[src/rtl/hdmi_text_pkg.sv]
// Shared constants, control-word bit positions and the 12-bit colour type
// for the 80x30 text-mode renderer.
package hdmi_text_pkg;

  localparam int COLS            = 80;
  localparam int ROWS            = 30;
  localparam int GLYPH_W         = 8;
  localparam int GLYPH_H         = 16;
  localparam int VRAM_CHAR_WORDS = 600;
  localparam int CTRL_IDX        = 600;
  localparam int FRAME_IDX       = 601;

  localparam int CURSOR_EN = 31;
  localparam int FG_MSB    = 24;
  localparam int BG_MSB    = 12;

  typedef struct packed {
    logic [3:0] r;
    logic [3:0] g;
    logic [3:0] b;
  } rgb12_t;

  // Colour fields are packed r,g,b from msb downwards.
  function automatic rgb12_t rgb_from_ctrl(input logic [31:0] ctrl, input int msb);
    rgb12_t c;
    c.r = ctrl[msb -: 4];
    c.g = ctrl[msb-4 -: 4];
    c.b = ctrl[msb-8 -: 4];
    return c;
  endfunction

endpackage

[src/rtl/text_blink_timer.sv]
// Frame counter clocked by vsync rising edges; one counter bit is the
// cursor blink phase.
module text_blink_timer #(
  parameter int BLINK_BIT = 5
) (
  input  logic i_clk,
  input  logic i_rst_n,
  input  logic i_vsync,
  output logic o_blink_phase
);

  logic       r_vsync_q;
  logic [5:0] r_frame_cnt;
  logic       w_vsync_rise;

  assign w_vsync_rise  = i_vsync & ~r_vsync_q;
  assign o_blink_phase = r_frame_cnt[BLINK_BIT];

  always_ff @(posedge i_clk or negedge i_rst_n) begin
    if (!i_rst_n) begin
      r_vsync_q   <= 1'b0;
      r_frame_cnt <= '0;
    end else begin
      r_vsync_q <= i_vsync;
      if (w_vsync_rise)
        r_frame_cnt <= r_frame_cnt + 6'd1;
    end
  end

endmodule

[src/rtl/text_render_pipe.sv]
// Three-stage raster-to-RGB pipeline: VRAM char fetch, font row fetch,
// colour select. blank/vsync ride along to stay aligned with RGB.
module text_render_pipe
  import hdmi_text_pkg::*;
#(
  parameter int COLS      = 80,
  parameter int ROWS      = 30,
  parameter int VRAM_AW   = 10,
  parameter int BLINK_BIT = 5
) (
  input  logic               S_AXI_ACLK,
  input  logic               S_AXI_ARESETN,
  input  logic [9:0]         drawX,
  input  logic [9:0]         drawY,
  input  logic               pixel_onoff,
  input  logic               vsync,
  output logic [VRAM_AW-1:0] vram_addr,
  input  logic [31:0]        vram_rdata,
  input  logic [31:0]        ctrl_reg,
  input  logic [11:0]        cursor_idx,
  output logic [10:0]        font_addr,
  input  logic [7:0]         font_data,
  output logic [3:0]         red,
  output logic [3:0]         green,
  output logic [3:0]         blue,
  output logic               blank_out,
  output logic               vsync_out
);

  logic [11:0] w_idx;
  logic        w_onscreen;
  logic [7:0]  w_byte;
  logic        w_blink_phase;
  logic        w_pix_on;
  logic        w_unused_ctrl;

  logic [1:0]  r1_lane;
  logic [3:0]  r1_row;
  logic [2:0]  r1_col;
  logic        r1_onscreen, r1_cur, r1_blank, r1_vs;

  logic [2:0]  r2_col;
  logic        r2_inv, r2_cur, r2_onscreen, r2_blank, r2_vs;

  rgb12_t      r3_rgb;
  logic        r3_blank, r3_vs;

  assign w_onscreen = (32'(drawX) < COLS * GLYPH_W) && (32'(drawY) < ROWS * GLYPH_H);
  assign w_idx      = 12'(drawY[9:4]) * 12'(COLS) + 12'(drawX[9:3]);
  assign vram_addr  = w_onscreen ? VRAM_AW'(w_idx >> 2) : '0;

  assign w_byte    = vram_rdata[{r1_lane, 3'b000} +: 8];
  assign font_addr = {w_byte[6:0], r1_row};

  assign w_pix_on = font_data[3'd7 - r2_col] ^ r2_inv ^ (r2_cur & ctrl_reg[CURSOR_EN]);

  assign w_unused_ctrl = &{ctrl_reg[30:25], ctrl_reg[0]};

  text_blink_timer #(.BLINK_BIT(BLINK_BIT)) u_blink (
    .i_clk         (S_AXI_ACLK),
    .i_rst_n       (S_AXI_ARESETN),
    .i_vsync       (vsync),
    .o_blink_phase (w_blink_phase)
  );

  always_ff @(posedge S_AXI_ACLK or negedge S_AXI_ARESETN) begin
    if (!S_AXI_ARESETN) begin
      r1_lane     <= '0;
      r1_row      <= '0;
      r1_col      <= '0;
      r1_onscreen <= 1'b0;
      r1_cur      <= 1'b0;
      r1_blank    <= 1'b0;
      r1_vs       <= 1'b0;
      r2_col      <= '0;
      r2_inv      <= 1'b0;
      r2_cur      <= 1'b0;
      r2_onscreen <= 1'b0;
      r2_blank    <= 1'b0;
      r2_vs       <= 1'b0;
      r3_rgb      <= '0;
      r3_blank    <= 1'b0;
      r3_vs       <= 1'b0;
    end else begin
      r1_lane     <= w_idx[1:0];
      r1_row      <= drawY[3:0];
      r1_col      <= drawX[2:0];
      r1_onscreen <= w_onscreen;
      r1_cur      <= (w_idx == cursor_idx);
      r1_blank    <= pixel_onoff;
      r1_vs       <= vsync;

      // Blink phase is folded in here so a same-cycle vsync edge lands one pixel later.
      r2_col      <= r1_col;
      r2_inv      <= w_byte[7];
      r2_cur      <= r1_cur & w_blink_phase;
      r2_onscreen <= r1_onscreen;
      r2_blank    <= r1_blank;
      r2_vs       <= r1_vs;

      if (!r2_blank || !r2_onscreen)
        r3_rgb <= '0;
      else if (w_pix_on)
        r3_rgb <= rgb_from_ctrl(ctrl_reg, FG_MSB);
      else
        r3_rgb <= rgb_from_ctrl(ctrl_reg, BG_MSB);
      r3_blank <= r2_blank;
      r3_vs    <= r2_vs;
    end
  end

  assign red       = r3_rgb.r;
  assign green     = r3_rgb.g;
  assign blue      = r3_rgb.b;
  assign blank_out = r3_blank;
  assign vsync_out = r3_vs;

endmodule
[config.mk]
export PLATFORM = sky130hd
export DESIGN_NAME = text_render_pipe
export DESIGN_NICKNAME = d
export VERILOG_FILES = /design/src/rtl/hdmi_text_pkg.sv /design/src/rtl/text_blink_timer.sv /design/src/rtl/text_render_pipe.sv
export SDC_FILE = /design/constraint.sdc
export NUM_CORES = 1
export LEC_CHECK = 0
export BUFFER_PORTS_ARGS = -buffer_cell sky130_fd_sc_hd__buf_2
export CAP_MARGIN = 10
export CORE_MARGIN = 1.5
export CORE_UTILIZATION = 43
export DETAILED_ROUTE_END_ITERATION = 10
export PLACE_DENSITY_LB_ADDON = 0.15
export SETUP_SLACK_MARGIN = 0.05
export SLEW_MARGIN = 20
export SYNTH_ARGS = -nofsm -noshare
export SYNTH_HDL_FRONTEND = slang
export SYNTH_HIERARCHICAL = 1
export SYNTH_SLANG_ARGS = --single-unit
[constraint.sdc]
create_clock -name S_AXI_ACLK -period 3 [get_ports S_AXI_ACLK]
set_input_delay 0.3 -clock S_AXI_ACLK [delete_from_list [all_inputs] [get_ports S_AXI_ACLK]]
set_output_delay 0.3 -clock S_AXI_ACLK [all_outputs]
set_load 0.01 [all_outputs]
==> impl_metrics.csv, run 1 <==
group,metric,value,unit
yosys,synth-edff-count,0,
setup_path,critPathCaptureType,"primary output",
global_route,grt_pass1_wl,8.38,mm
global_route,grt_max_degree,43,
cts,htree_levels,2,
power,leakage,1.63,nW
placed_design,gp_congestion,0.785,
yosys,synth_ff_type,"dfrtp_1",
worst_hold_path,min_path_type,"in2reg",
cts,cts_made_buffers,5,
timing,finalHoldViolCount,0,
final_layout,multi_input_area,1160,sq um
timing,tightestPinTransition,0.876,ns
yosys,syn_nets,309,
cts,path_clk_slew,0.07,ns
cts,postCtsSetupBuffers,0,
timing,fin_skew,0.00827,ns
global_route,antenna_found_initial,0,
final_layout,final_layout_size_suffix_gt1_share,49.2,%
cts,cts_buffer_depth,2,
floorplanning,dieHeight,76.3,um
floorplanning,fp.coreArea,5140,sq um
setup_path,arrival,2.47,ns
cts,cts_num_sinks,42,
yosys,synth_top_area_cell,"dfrtp_1",
drt,routed_wirelength,4.94,mm
global_route,grtUsageTotal,17.8,%
drt,routed_via_density,4.62,
yosys,syn_area,2310,sq um
placed_design,dp_hpwl,4.05,mm
drt,wire_per_inst,12.8,um
yosys,yosys-top-cells-area,"dfrtp_1, mux4_2, xnor2_1",
drt,first_pass_iters,4,
floorplanning,die_area,5820,sq um
timing,timing.final.crit_period,2.77,ns
cts,cts_root_buffer,"clkbuf_8",
cts,clock_latency,0.28,ns
setup_path,path_class,"in2out",
timing,slew_headroom,41.6,%
yosys,synth_commonest_cells,"dfrtp_1, nor2_1, xnor2_1",
job,maxCapViolations,0,
floorplanning,die_w,76.3,um
drt,ant_nets,0,
final_layout,ff_latch_area,1050,sq um
global_route,grt.overflow.total,0,
final_layout,final_nets,439,
floorplanning,boundaryPins,143,
cts,ctsHoldBuffers,0,
floorplanning,start_util,45.0,%
timing,max_freq,362,MHz
placed_design,place_inst,380,
final_layout,final.fill_count,468,
yosys,yosysMostFrequentCell,"dfrtp_1",
global_route,grt_pass1_vias,1801,
drt,drc,0,
yosys,synth_area_per_cell,12.4,sq um
yosys,async_flop_share,100,%
drt,drtIter0Drc,101,
timing,fin_crit_sh,92.2,%
final_layout,fin_cells,387,
yosys,synth.distinct_cells,33,
power,ir_worst_vdd,0.000228,V
final_layout,antenna-diode-count,0,
placed_design,io_buffers,135,
cts,cts_tree,"yes",
final_layout,area_growth_syn_to_layout,33.9,%
yosys,seq_area_frac_synth,45.5,%
yosys,yosys_warnings,6,
power,powerDensity,469,nW/um^2
yosys,synthCells,187,
outcome,status,"finished clean",
setup_path,cp-start-kind,"input port",
yosys,synth_top_area_share,45.5,%
timing,rsz0062_at_grt,"no",
drt,dr_total_vias,1788,
setup_path,required,2.70,ns
timing,slew_viol_final,0,
floorplanning,num_rows,26,
setup_path,cp_max_fo,4,
timing,finalSetupViolations,0,
timing,finalSetupTns,0,ns
yosys,ys_ff_latch,42,
## cells by family after synthesis
| group | Yosys count | synth area share [%] |
|---|---|---|
| mux | 24 | 16.4 |
| compound gates | 6 | 1.41 |
| flops | 42 | 45.5 |
| fa+ha+maj | 14 | 8.23 |
| simple gates | 51 | 11.4 |
| xor+xnor | 29 | 12.2 |
| buf+inv | 21 | 4.93 |
## critical path, cell delays in order
cell and delay, ns:
buf_2 0.12, ha_1 0.30, ha_1 0.21, inv_1 0.07, fa_2 0.50, nor4b_4 0.33, and4bb_2 0.30, xor2_1 0.15
nor2_1 0.05, buf_2 0.13
## power by group
group / switching, mW / total [mW] / leakage [nW] / internal (mW)
Combinational: 0.198 / 0.442 / 1.07 / 0.244
Clock: 0.173 / 0.333 / 0.0373 / 0.159
Sequential: 0.0485 / 0.677 / 0.525 / 0.628
## cells in the final DEF (no fill, tap or decap), drive strengths merged, types with 2 or more instances in the layout
cell	Yosys	final
a21oi	3	3
and2	4	4
and3	2	2
buf	10	136
clkbuf	3	6
dfrtp	42	42
fa	2	2
ha	12	12
inv	8	8
mux2i	13	13
mux4	10	10
nand2	4	4
nand3	2	2
nand4	5	5
nor2	25	25
nor2b	2	2
nor4	2	2
o21ai	2	2
xnor2	18	18
xor2	9	9
## registers in the layout, indices dropped and copies added (netlist names), 2 cells and up
signal	cells
u_blink/r_frame_cnt	6
blue	4
green	4
r1_row	4
red	4
r1_col	3
r2_col	3
r1_lane	2
## path summary, 6_finish.rpt
path	start	cells past startpoint	to	slack, ns
worst max-delay path	drawY[5]	10	vram_addr[9]	0.23
worst min-delay path	drawY[3]	1	r1_row[3]$_DFF_PN0_	0.12
worst max register to register	r2_col[1]$_DFF_PN0_	6	green[0]$_DFF_PN0_	1.03
worst min register to register	r1_onscreen$_DFF_PN0_	0	r2_onscreen$_DFF_PN0_	0.34
max in group asynchronous	S_AXI_ARESETN	1	r1_lane[0]$_DFF_PN0_	2.31
min in group asynchronous	S_AXI_ARESETN	1	green[2]$_DFF_PN0_	0.13
## routing by layer
metal	track usage [%]	vias to the layer above	routed length [um]
met5	0	-	0
met4	2.22	0	6
met3	3.95	2	263
met2	30.4	53	2480
met1	23.9	842	2190
li1	-	891	-
## repair_timing
action / 4_1_cts / 5_1_grt
hold endpoints to repair: 0 / 0
setup endpoints to repair: 0 / 2
gates resized for setup: 0 / 3
## area by class of cell
type                    count  share of cell area (%)
clock inverters             1                   0.243
well taps                  70                    2.83
flip-flops and latches     42                    34.0
multi-input cells         124                    37.6
clock buffers               6                    2.34
repair buffers            136                    22.1
inverters                   8                   0.970
## metrics by stage
stage	util, %	cell area [sq um]	total power [mW]	setup WS [ns]	hold WS, ns
final	60.2	3100	1.45	0.235	0.123
after global routing	60.2	3100	1.56	0.0668	0.105
after CTS	59.9	3080	1.46	0.185	0.116
after detailed placement	58.3	3000	1.13	0.194	0.335
after global placement	58.3	3000	1.12	0.195	0.332
after floorplan	-	2310	0.983	0.515	0.00441
Note: power is estimated with default switching activity, not from simulation.
==> run 2: changes to the inputs <==
--- a/config.mk
+++ b/config.mk
@@ -7,6 +7,7 @@
 export LEC_CHECK = 0
 export BUFFER_PORTS_ARGS = -buffer_cell sky130_fd_sc_hd__buf_2
 export CAP_MARGIN = 10
+export CORE_ASPECT_RATIO = 0.75
 export CORE_MARGIN = 1.5
 export CORE_UTILIZATION = 43
 export DETAILED_ROUTE_END_ITERATION = 10
==> run 2 against run 1 <==
Count of clock-buffer cells in the layout up 1. Critical path depth unchanged. Sequential power about the same. Clock power up 26%.
==> impl_metrics.csv, run 2 (synthesis gave the netlist of run 1 again) <==
group,metric,value,unit
setup_path,cp_max_fo,4,
setup_path,r2r-end,"green[2]$_DFF_PN0_",
cts,clock_latency,0.28,ns
final_layout,multi_input_area,1150,sq um
floorplanning,dieHeight,66.5,um
placed_design,io_buffers,135,
setup_path,required,2.70,ns
drt,ant_nets,0,
worst_hold_path,whs_endpoint,"r1_blank$_DFF_PN0_",
global_route,grt_max_degree,43,
final_layout,final_nets,439,
final_layout,top_register,"u_blink/r_frame_cnt",
power,p_int,1.12,mW
global_route,grt_pass1_vias,1749,
timing,max_freq,356,MHz
global_route,grtUsageTotal,18.3,%
floorplanning,die_area,5830,sq um
drt,dr_total_vias,1810,
placed_design,place_inst,382,
floorplanning,start_util,45.9,%
timing,timing.hold.ws,0.121,ns
worst_hold_path,min_path_type,"in2reg",
global_route,antenna_found_initial,0,
final_layout,mostFrequentLayoutCells,"buf_2, dfrtp_1, nor2_1",
floorplanning,boundaryPins,143,
cts,path_clk_slew,0.07,ns
cts,cts_num_sinks,42,
job,maxCapViolations,0,
cts,cts_tree,"yes",
drt,drc,0,
worst_hold_path,whs_path_depth,1,
power,comb_power_share,28.6,%
setup_path,ff2ff_setup_slack,1.04,ns
cts,ctsResizeCount,0,
power,leakage,1.64,nW
power,ir_worst_vdd,0.000248,V
cts,htree_levels,2,
setup_path,arrival,2.51,ns
final_layout,antenna-diode-count,0,
setup_path,critPathCaptureType,"primary output",
drt,wire_per_inst,13.1,um
timing,finalSetupViolations,0,
timing,finalHoldViolCount,0,
cts,postCtsSetupBuffers,0,
final_layout,area_growth_syn_to_layout,34.4,%
cts,cts_root_buffer,"clkbuf_8",
global_route,grt_pass1_wl,8.05,mm
cts,cts_buffer_depth,2,
placed_design,dp_hpwl,4.27,mm
final_layout,ff_latch_area,1050,sq um
floorplanning,num_rows,22,
power,clkPwrFrac,27.3,%
drt,drtIter0Drc,88,
timing,timing.final.crit_period,2.81,ns
setup_path,timing.rr.start,"r2_col[1]$_DFF_PN0_",
final_layout,largest_reg_flops,6,
final_layout,final_util,61.7,%
drt,routed_wirelength,5.10,mm
final_layout,fin_cells,390,
floorplanning,die_w,87.7,um
drt,routed_via_density,4.64,
cts,cts_made_buffers,5,
timing,tightestPinTransition,0.870,ns
power,power.share.switching,27.4,%
cts,ctsHoldBuffers,0,
final_layout,final_layout_size_suffix_gt1_share,48.4,%
placed_design,gp_congestion,0.783,
power,seq_power_share,44.1,%
timing,slew_viol_final,0,
floorplanning,fp.coreArea,5040,sq um
final_layout,final_common_cell,"buf_2",
power,power_switching,0.422,mW
outcome,status,"finished clean",
power,powerDensity,496,nW/um^2
global_route,grt.overflow.total,0,
final_layout,final.fill_count,447,
timing,fin_crit_sh,93.5,%
timing,slew_headroom,42.0,%
timing,finalSetupTns,0,ns
setup_path,path_class,"in2out",
timing,fin_skew,0.00371,ns
drt,first_pass_iters,5,
worst_hold_path,hold_start,"pixel_onoff",
timing,rsz0062_at_grt,"no",
setup_path,cp-start-kind,"input port",
setup_path,reg2reg_depth,6,
## run 2: through the flow
step                      cell area, sq um  total power, mW  setup WS, ns
after floorplan                       2310            0.983         0.515
after global placement                3000             1.12         0.143
after detailed placement              3000             1.13         0.105
after CTS                             3110             1.56         0.187
after global routing                  3110             1.64        0.0573
final                                 3110             1.54         0.194
## run 2: layout make-up
class | count | share of cell area [%]
tap | 72 | 2.90
clock buffer | 7 | 2.46
timing repair buffer | 136 | 22.0
clock inverter | 1 | 0.967
sequential | 42 | 33.8
inverter | 8 | 0.967
multi-input combinational | 124 | 36.9
## run 2: critical path, stage by stage
cell	delay, ns
buf_2	0.12
ha_1	0.28
ha_1	0.16
inv_1	0.05
fa_1	0.40
xnor2_1	0.29
nor4bb_1	0.53
xnor2_1	0.19
nor2_1	0.05
buf_2	0.14
## run 2: worst max-delay path by stage
stage | cells after the start | end | slack, ns | startpoint
3_3_place_gp | 9 | r1_cur$_DFF_PN0_ | 0.14 | drawY[5]
2_1_floorplan | 8 | vram_addr[9] | 0.52 | drawY[5]
4_1_cts | 10 | vram_addr[8] | 0.19 | drawY[5]
6_report | 10 | vram_addr[8] | 0.19 | drawY[5]
5_1_grt | 10 | vram_addr[9] | 0.06 | drawY[5]
3_5_place_dp | 9 | r1_cur$_DFF_PN0_ | 0.10 | drawY[5]
## run 2: power by group through the flow
stage | clock network, mW | logic (mW) | registers (mW)
after global routing | 0.464 | 0.489 | 0.689
after detailed placement | 0 | 0.441 | 0.688
after global placement | 0 | 0.432 | 0.686
final | 0.420 | 0.440 | 0.680
after floorplan | 0 | 0.302 | 0.681
after CTS | 0.433 | 0.446 | 0.680
## run 2: layer usage
metal / global-route usage [%] / routed length [um] / share of wire, % / vias to the layer above
li1: - / - / - / 895
met1: 25.3 / 2380 / 47 / 842
met2: 29.3 / 2360 / 46 / 73
met3: 4.96 / 361 / 7.1 / 0
met4: 2.98 / 0 / 0 / 0
met5: 0 / 0 / 0 / -
